--- src/rtl/lcd_refresh_scheduler.sv ---
// LCD write-path sequencer: power-on wait, init launch, on-demand refresh.
// Define LCD_SCHED_AUTOREFRESH_EN to add a periodic auto-refresh.
module lcd_refresh_scheduler #(
    parameter int         PWRUP_MS    = 20,
    parameter logic [1:0] INIT_CNT    = 2'd3,
    parameter logic [1:0] REFRESH_CNT = 2'd1,
    parameter int         TIMEOUT_MS  = 100,
    parameter int         REFRESH_MS  = 250
) (
    input  logic       clk_1ms,
    input  logic       reset,
    input  logic       upd_req,
    input  logic       lcd_finish,
    output logic       mode,
    output logic [1:0] lcd_cnt,
    output logic       lcd_enable,
    output logic       upd_ack,
    output logic       ready,
    output logic       busy,
    output logic       timeout_err
);

    localparam logic [2:0] PWRUP     = 3'd0;
    localparam logic [2:0] INIT_GO   = 3'd1;
    localparam logic [2:0] INIT_WAIT = 3'd2;
    localparam logic [2:0] IDLE      = 3'd3;
    localparam logic [2:0] REF_GO    = 3'd4;
    localparam logic [2:0] REF_WAIT  = 3'd5;

    localparam int PW = $clog2(PWRUP_MS);
    localparam int TW = $clog2(TIMEOUT_MS);

    logic [2:0]    state_q, state_d;
    logic [PW-1:0] pwr_cnt_q, pwr_cnt_d;
    logic [TW-1:0] to_cnt_q, to_cnt_d;
    logic          upd_pend_q, upd_pend_d;
    logic          serving_upd_q, serving_upd_d;
    logic          mode_q, mode_d;
    logic [1:0]    lcd_cnt_q, lcd_cnt_d;
    logic          lcd_enable_q, lcd_enable_d;
    logic          upd_ack_q, upd_ack_d;
    logic          ready_q, ready_d;
    logic          busy_q, busy_d;
    logic          timeout_err_q, timeout_err_d;
    logic          clr_pend;
    logic          auto_pend_q;

`ifdef LCD_SCHED_AUTOREFRESH_EN
    localparam int RW = $clog2(REFRESH_MS);

    logic [RW-1:0] ref_cnt_q, ref_cnt_d;
    logic          auto_pend_d;

    // Free-running period counter; a tick landing on REF_GO survives.
    always_comb begin
        ref_cnt_d   = ref_cnt_q;
        auto_pend_d = auto_pend_q;
        if (clr_pend) begin
            auto_pend_d = 1'b0;
        end
        if (ready_q) begin
            if (ref_cnt_q == RW'(REFRESH_MS - 1)) begin
                ref_cnt_d   = '0;
                auto_pend_d = 1'b1;
            end else begin
                ref_cnt_d = ref_cnt_q + RW'(1);
            end
        end
    end

    always_ff @(posedge clk_1ms) begin
        if (reset) begin
            ref_cnt_q   <= '0;
            auto_pend_q <= 1'b0;
        end else begin
            ref_cnt_q   <= ref_cnt_d;
            auto_pend_q <= auto_pend_d;
        end
    end
`else
    logic unused_refresh_ms;

    assign auto_pend_q       = 1'b0;
    assign unused_refresh_ms = ^REFRESH_MS;
`endif

    always_comb begin
        state_d       = state_q;
        pwr_cnt_d     = pwr_cnt_q;
        to_cnt_d      = to_cnt_q;
        serving_upd_d = serving_upd_q;
        ready_d       = ready_q;
        timeout_err_d = timeout_err_q;
        upd_ack_d     = 1'b0;
        clr_pend      = 1'b0;

        unique case (state_q)
            PWRUP: begin
                if (pwr_cnt_q == PW'(PWRUP_MS - 1)) begin
                    state_d = INIT_GO;
                end else begin
                    pwr_cnt_d = pwr_cnt_q + PW'(1);
                end
            end
            INIT_GO: begin
                to_cnt_d = '0;
                state_d  = INIT_WAIT;
            end
            INIT_WAIT: begin
                if (lcd_finish) begin
                    ready_d = 1'b1;
                    state_d = IDLE;
                end else if (to_cnt_q == TW'(TIMEOUT_MS - 1)) begin
                    timeout_err_d = 1'b1;
                    state_d       = INIT_GO;
                end else begin
                    to_cnt_d = to_cnt_q + TW'(1);
                end
            end
            IDLE: begin
                if (upd_pend_q || auto_pend_q) begin
                    state_d = REF_GO;
                end
            end
            REF_GO: begin
                // A retry keeps the ack owed by the attempt it replaces.
                serving_upd_d = serving_upd_q | upd_pend_q;
                clr_pend      = 1'b1;
                to_cnt_d      = '0;
                state_d       = REF_WAIT;
            end
            REF_WAIT: begin
                if (lcd_finish) begin
                    upd_ack_d     = serving_upd_q;
                    serving_upd_d = 1'b0;
                    state_d       = IDLE;
                end else if (to_cnt_q == TW'(TIMEOUT_MS - 1)) begin
                    timeout_err_d = 1'b1;
                    state_d       = REF_GO;
                end else begin
                    to_cnt_d = to_cnt_q + TW'(1);
                end
            end
            default: begin
                state_d = PWRUP;
            end
        endcase
    end

    // Clear first so a request in the REF_GO cycle stays latched.
    always_comb begin
        upd_pend_d = upd_pend_q;
        if (clr_pend) begin
            upd_pend_d = 1'b0;
        end
        if (upd_req) begin
            upd_pend_d = 1'b1;
        end
    end

    // Outputs decode the next state so they line up with the state itself.
    always_comb begin
        mode_d       = mode_q;
        lcd_cnt_d    = lcd_cnt_q;
        lcd_enable_d = 1'b0;
        busy_d       = (state_d != IDLE);
        if (state_d == INIT_GO) begin
            mode_d       = 1'b1;
            lcd_cnt_d    = INIT_CNT;
            lcd_enable_d = 1'b1;
        end else if (state_d == REF_GO) begin
            mode_d       = 1'b0;
            lcd_cnt_d    = REFRESH_CNT;
            lcd_enable_d = 1'b1;
        end
    end

    always_ff @(posedge clk_1ms) begin
        if (reset) begin
            state_q       <= PWRUP;
            pwr_cnt_q     <= '0;
            to_cnt_q      <= '0;
            upd_pend_q    <= 1'b0;
            serving_upd_q <= 1'b0;
            mode_q        <= 1'b1;
            lcd_cnt_q     <= INIT_CNT;
            lcd_enable_q  <= 1'b0;
            upd_ack_q     <= 1'b0;
            ready_q       <= 1'b0;
            busy_q        <= 1'b1;
            timeout_err_q <= 1'b0;
        end else begin
            state_q       <= state_d;
            pwr_cnt_q     <= pwr_cnt_d;
            to_cnt_q      <= to_cnt_d;
            upd_pend_q    <= upd_pend_d;
            serving_upd_q <= serving_upd_d;
            mode_q        <= mode_d;
            lcd_cnt_q     <= lcd_cnt_d;
            lcd_enable_q  <= lcd_enable_d;
            upd_ack_q     <= upd_ack_d;
            ready_q       <= ready_d;
            busy_q        <= busy_d;
            timeout_err_q <= timeout_err_d;
        end
    end

    assign mode        = mode_q;
    assign lcd_cnt     = lcd_cnt_q;
    assign lcd_enable  = lcd_enable_q;
    assign upd_ack     = upd_ack_q;
    assign ready       = ready_q;
    assign busy        = busy_q;
    assign timeout_err = timeout_err_q;

endmodule

--- config.mk ---
export PLATFORM = sky130hd
export DESIGN_NAME = lcd_refresh_scheduler
export DESIGN_NICKNAME = d
export VERILOG_FILES = /design/src/rtl/lcd_refresh_scheduler.sv
export SDC_FILE = /design/constraint.sdc
export NUM_CORES = 1
export LEC_CHECK = 0
export CAP_MARGIN = 20
export CORE_UTILIZATION = 58
export CTS_CLUSTER_SIZE = 40
export DETAILED_ROUTE_END_ITERATION = 8
export HOLD_SLACK_MARGIN = 0.03
export MAX_ROUTING_LAYER = met4
export PLACE_DENSITY = 0.87
export SLEW_MARGIN = 20
export SYNTH_ARGS = -nofsm -noshare
export SYNTH_HDL_FRONTEND = slang
export SYNTH_SLANG_ARGS = --single-unit
--- constraint.sdc ---
create_clock -name clk_1ms -period 4.5 [get_ports clk_1ms]
set_input_delay 1.125 -clock clk_1ms [delete_from_list [all_inputs] [get_ports clk_1ms]]
set_output_delay 1.125 -clock clk_1ms [all_outputs]
set_load 0.005 [all_outputs]
==> impl_metrics.ini <==
[status]
status = finished clean

[sta]
final-setup-viol-count = 0
drv_slew = 0
worst_slew_pin_slew_ns = 0.6539
setup_tns_ns = 0
max_freq_mhz = 393.9
fin_crit_ns = 2.539
hold_viol = 0
period_share = 0.5642
rsz0062_at_grt = false
clock_skew_ns = 0.01067
max_slew_margin = 0.5601

[finish]
syn2layout_area_growth_pct = 10.42
antenna_cells = 0
nFillCells = 146
fin_util = 0.6910
drive_gt1_frac = 0.06977
largest_reg_flops = 7
final_nets = 136
regMostFlops = to_cnt_q
reg_top3 = to_cnt_q (7), pwr_cnt_q (5), state_q (3)

[clock_network]
cts-root-buf = clkbuf_4
clkTransAtPathRegs_ns = 0.13
htreeDepth = 1
numCtsBuffers = 3
cts.sinks = 23
cts_buffer_depth = 2
cts_resized = 0
cts_tree = yes
hold_buffers = 0
postCtsSetupRepairBufs = 0
clk_latency_ns = 0.30

[flow_run]
cap_violations = 0

[pwr]
power.density_nw_per_um2 = 261.9
leakage_nw = 0.4338
ir_drop_mv = 0.2315

[critical_path]
critPathKind = primary input to flop
crit_path_end_kind = flop
crit_start = lcd_finish
cp-start-kind = primary input
cp.required_ns = 4.69
crit_fanout = 6
worstPathArrival_ns = 2.73
r2r-start = to_cnt_q[0]

[grt]
antenna_found_initial = 0
grt_max_degree = 19
grt_pass1_vias = 763
grt_pass1_wl_um = 3305
grt.total_usage = 0.2270
grt_overflow = 0

[routing]
vias = 874
wl_um = 2005
ant_nets = 0
dr.first_iter.drc_count = 20
drc = 0
drtPass1Iterations = 4
wl_per_cell_um = 13.02
viasPerCell = 5.675

[logic_synthesis]
synth.area.top_cells = dfxtp_1 42%, nor2_1 7.9%, xor2_1 7.2%
ys.flop_type = dfxtp_1
async_flop_share = 0
synth-seq-cells = 23
synthCells = 123
ys_types = 38
yosysSeqAreaShare = 0.4215
syn-mean-instance-area_sq_um = 8.880
syn-num-nets = 129
yosys.area.top_type = dfxtp_1
synth_edf_count = 0
synth_warnings = 0
netlist_top_cells_count = 23 x dfxtp_1, 23 x nor2_1, 9 x xor2_1
netlist.area_leader.share = 0.4215
synth_area_sq_um = 1092

[floorplan]
die_h_um = 45.40
dieArea_sq_um = 2061
placementRows = 15
num_io_pins = 12
dieWidth_um = 45.40
core_area_sq_um = 1745
floorplan.initialDensity = 0.6258

[place]
hpwl_um = 1474
portBuffers = 10
place_congestion = 0.8741

[min_path]
hp-start = to_cnt_q[1]
hold_path.class = flop to flop
critical path, stage by stage:
cell and delay (ns):
clkdlybuf4s50_1 0.50, nor2b_1 0.19, o21ai_0 0.19, o211ai_1 0.14, or4_1 0.45, o2bb2ai_1 0.14
path summary, 6_finish.rpt:
path	cells after the start	to	slack [ns]
max	6	mode	1.96
min	2	to_cnt_q[1]	0.48
max reg2reg	6	mode	2.52
min reg2reg	2	to_cnt_q[1]	0.48
routing by layer:
layer | vias up | track usage | part of all wire
met1 | 419 | 0.3160 | 0.48
met5 | - | - | 0
li1 | 439 | - | -
met3 | 2 | 0.03571 | 0.025
met2 | 14 | 0.3343 | 0.48
met4 | 0 | 0.07273 | 0.0075
cell usage in the layout (no fill, tap or decap), types with 2 or more instances in the layout:
| master | synthesis | final |
|---|---|---|
| a21oi_1 | 4 | 4 |
| and2_1 | 2 | 2 |
| clkbuf_4 | 0 | 3 |
| clkdlybuf4s50_1 | 0 | 10 |
| dfxtp_1 | 23 | 23 |
| ha_1 | 2 | 2 |
| inv_1 | 3 | 3 |
| nand2_1 | 5 | 5 |
| nand3_1 | 2 | 2 |
| nor2_1 | 23 | 23 |
| nor2b_1 | 4 | 4 |
| nor4b_1 | 2 | 2 |
| o2111ai_1 | 2 | 2 |
| o211ai_1 | 5 | 5 |
| o21ai_0 | 6 | 6 |
| or2_2 | 2 | 2 |
| xnor2_1 | 2 | 2 |
| xor2_1 | 9 | 9 |
cells by family (layout without fill, tap and decap cells):
group	after synthesis	after routing	synth area share
adder cells (fa/ha/maj)	2	2	0.02291
AND/OR/NAND/NOR	49	49	0.2417
AO/OA/AOI/OAI	25	25	0.1627
multiplexers	1	1	0.009164
flip-flops	23	23	0.4215
buffers and inverters	11	17	0.05040
XOR/XNOR	11	11	0.08821
other	1	1	0.003433
layout make-up:
type                       instances  area, sq um  share of cell area
clock buffer                       4        26.28             0.02178
tap                               25        31.28             0.02593
inverter                           3        11.26            0.009336
timing repair buffer              10        100.1             0.08299
sequential                        23        460.4              0.3817
multi-input combinational         89        576.8              0.4782
metrics by stage:
stage | hold slack (ns) | cells | worst slack [ns] | power [W] | area (sq um)
4_1_cts | 0.4859 | 154 | 1.971 | 0.0003172 | 1206
3_3_place_gp | 0.4596 | 150 | 1.721 | 0.0002268 | 1180
2_1_floorplan | 0.4441 | 123 | 2.319 | 0.0002232 | 1092
6_report | 0.4806 | 154 | 1.961 | 0.0003158 | 1206
5_1_grt | 0.5155 | 154 | 1.833 | 0.0003271 | 1206
3_5_place_dp | 0.4679 | 150 | 1.653 | 0.0002278 | 1180
power breakdown:
group / total (W) / leakage (nW) / internal (W) / switching (W)
clock network: 0.0000927 / 0.0150 / 0.0000345 / 0.0000581
registers: 0.000210 / 0.186 / 0.000207 / 0.00000305
logic: 0.0000135 / 0.233 / 0.00000632 / 0.00000719
total: 0.000316 / 0.434 / 0.000247 / 0.0000684
Power figures use the tool's default switching activity.
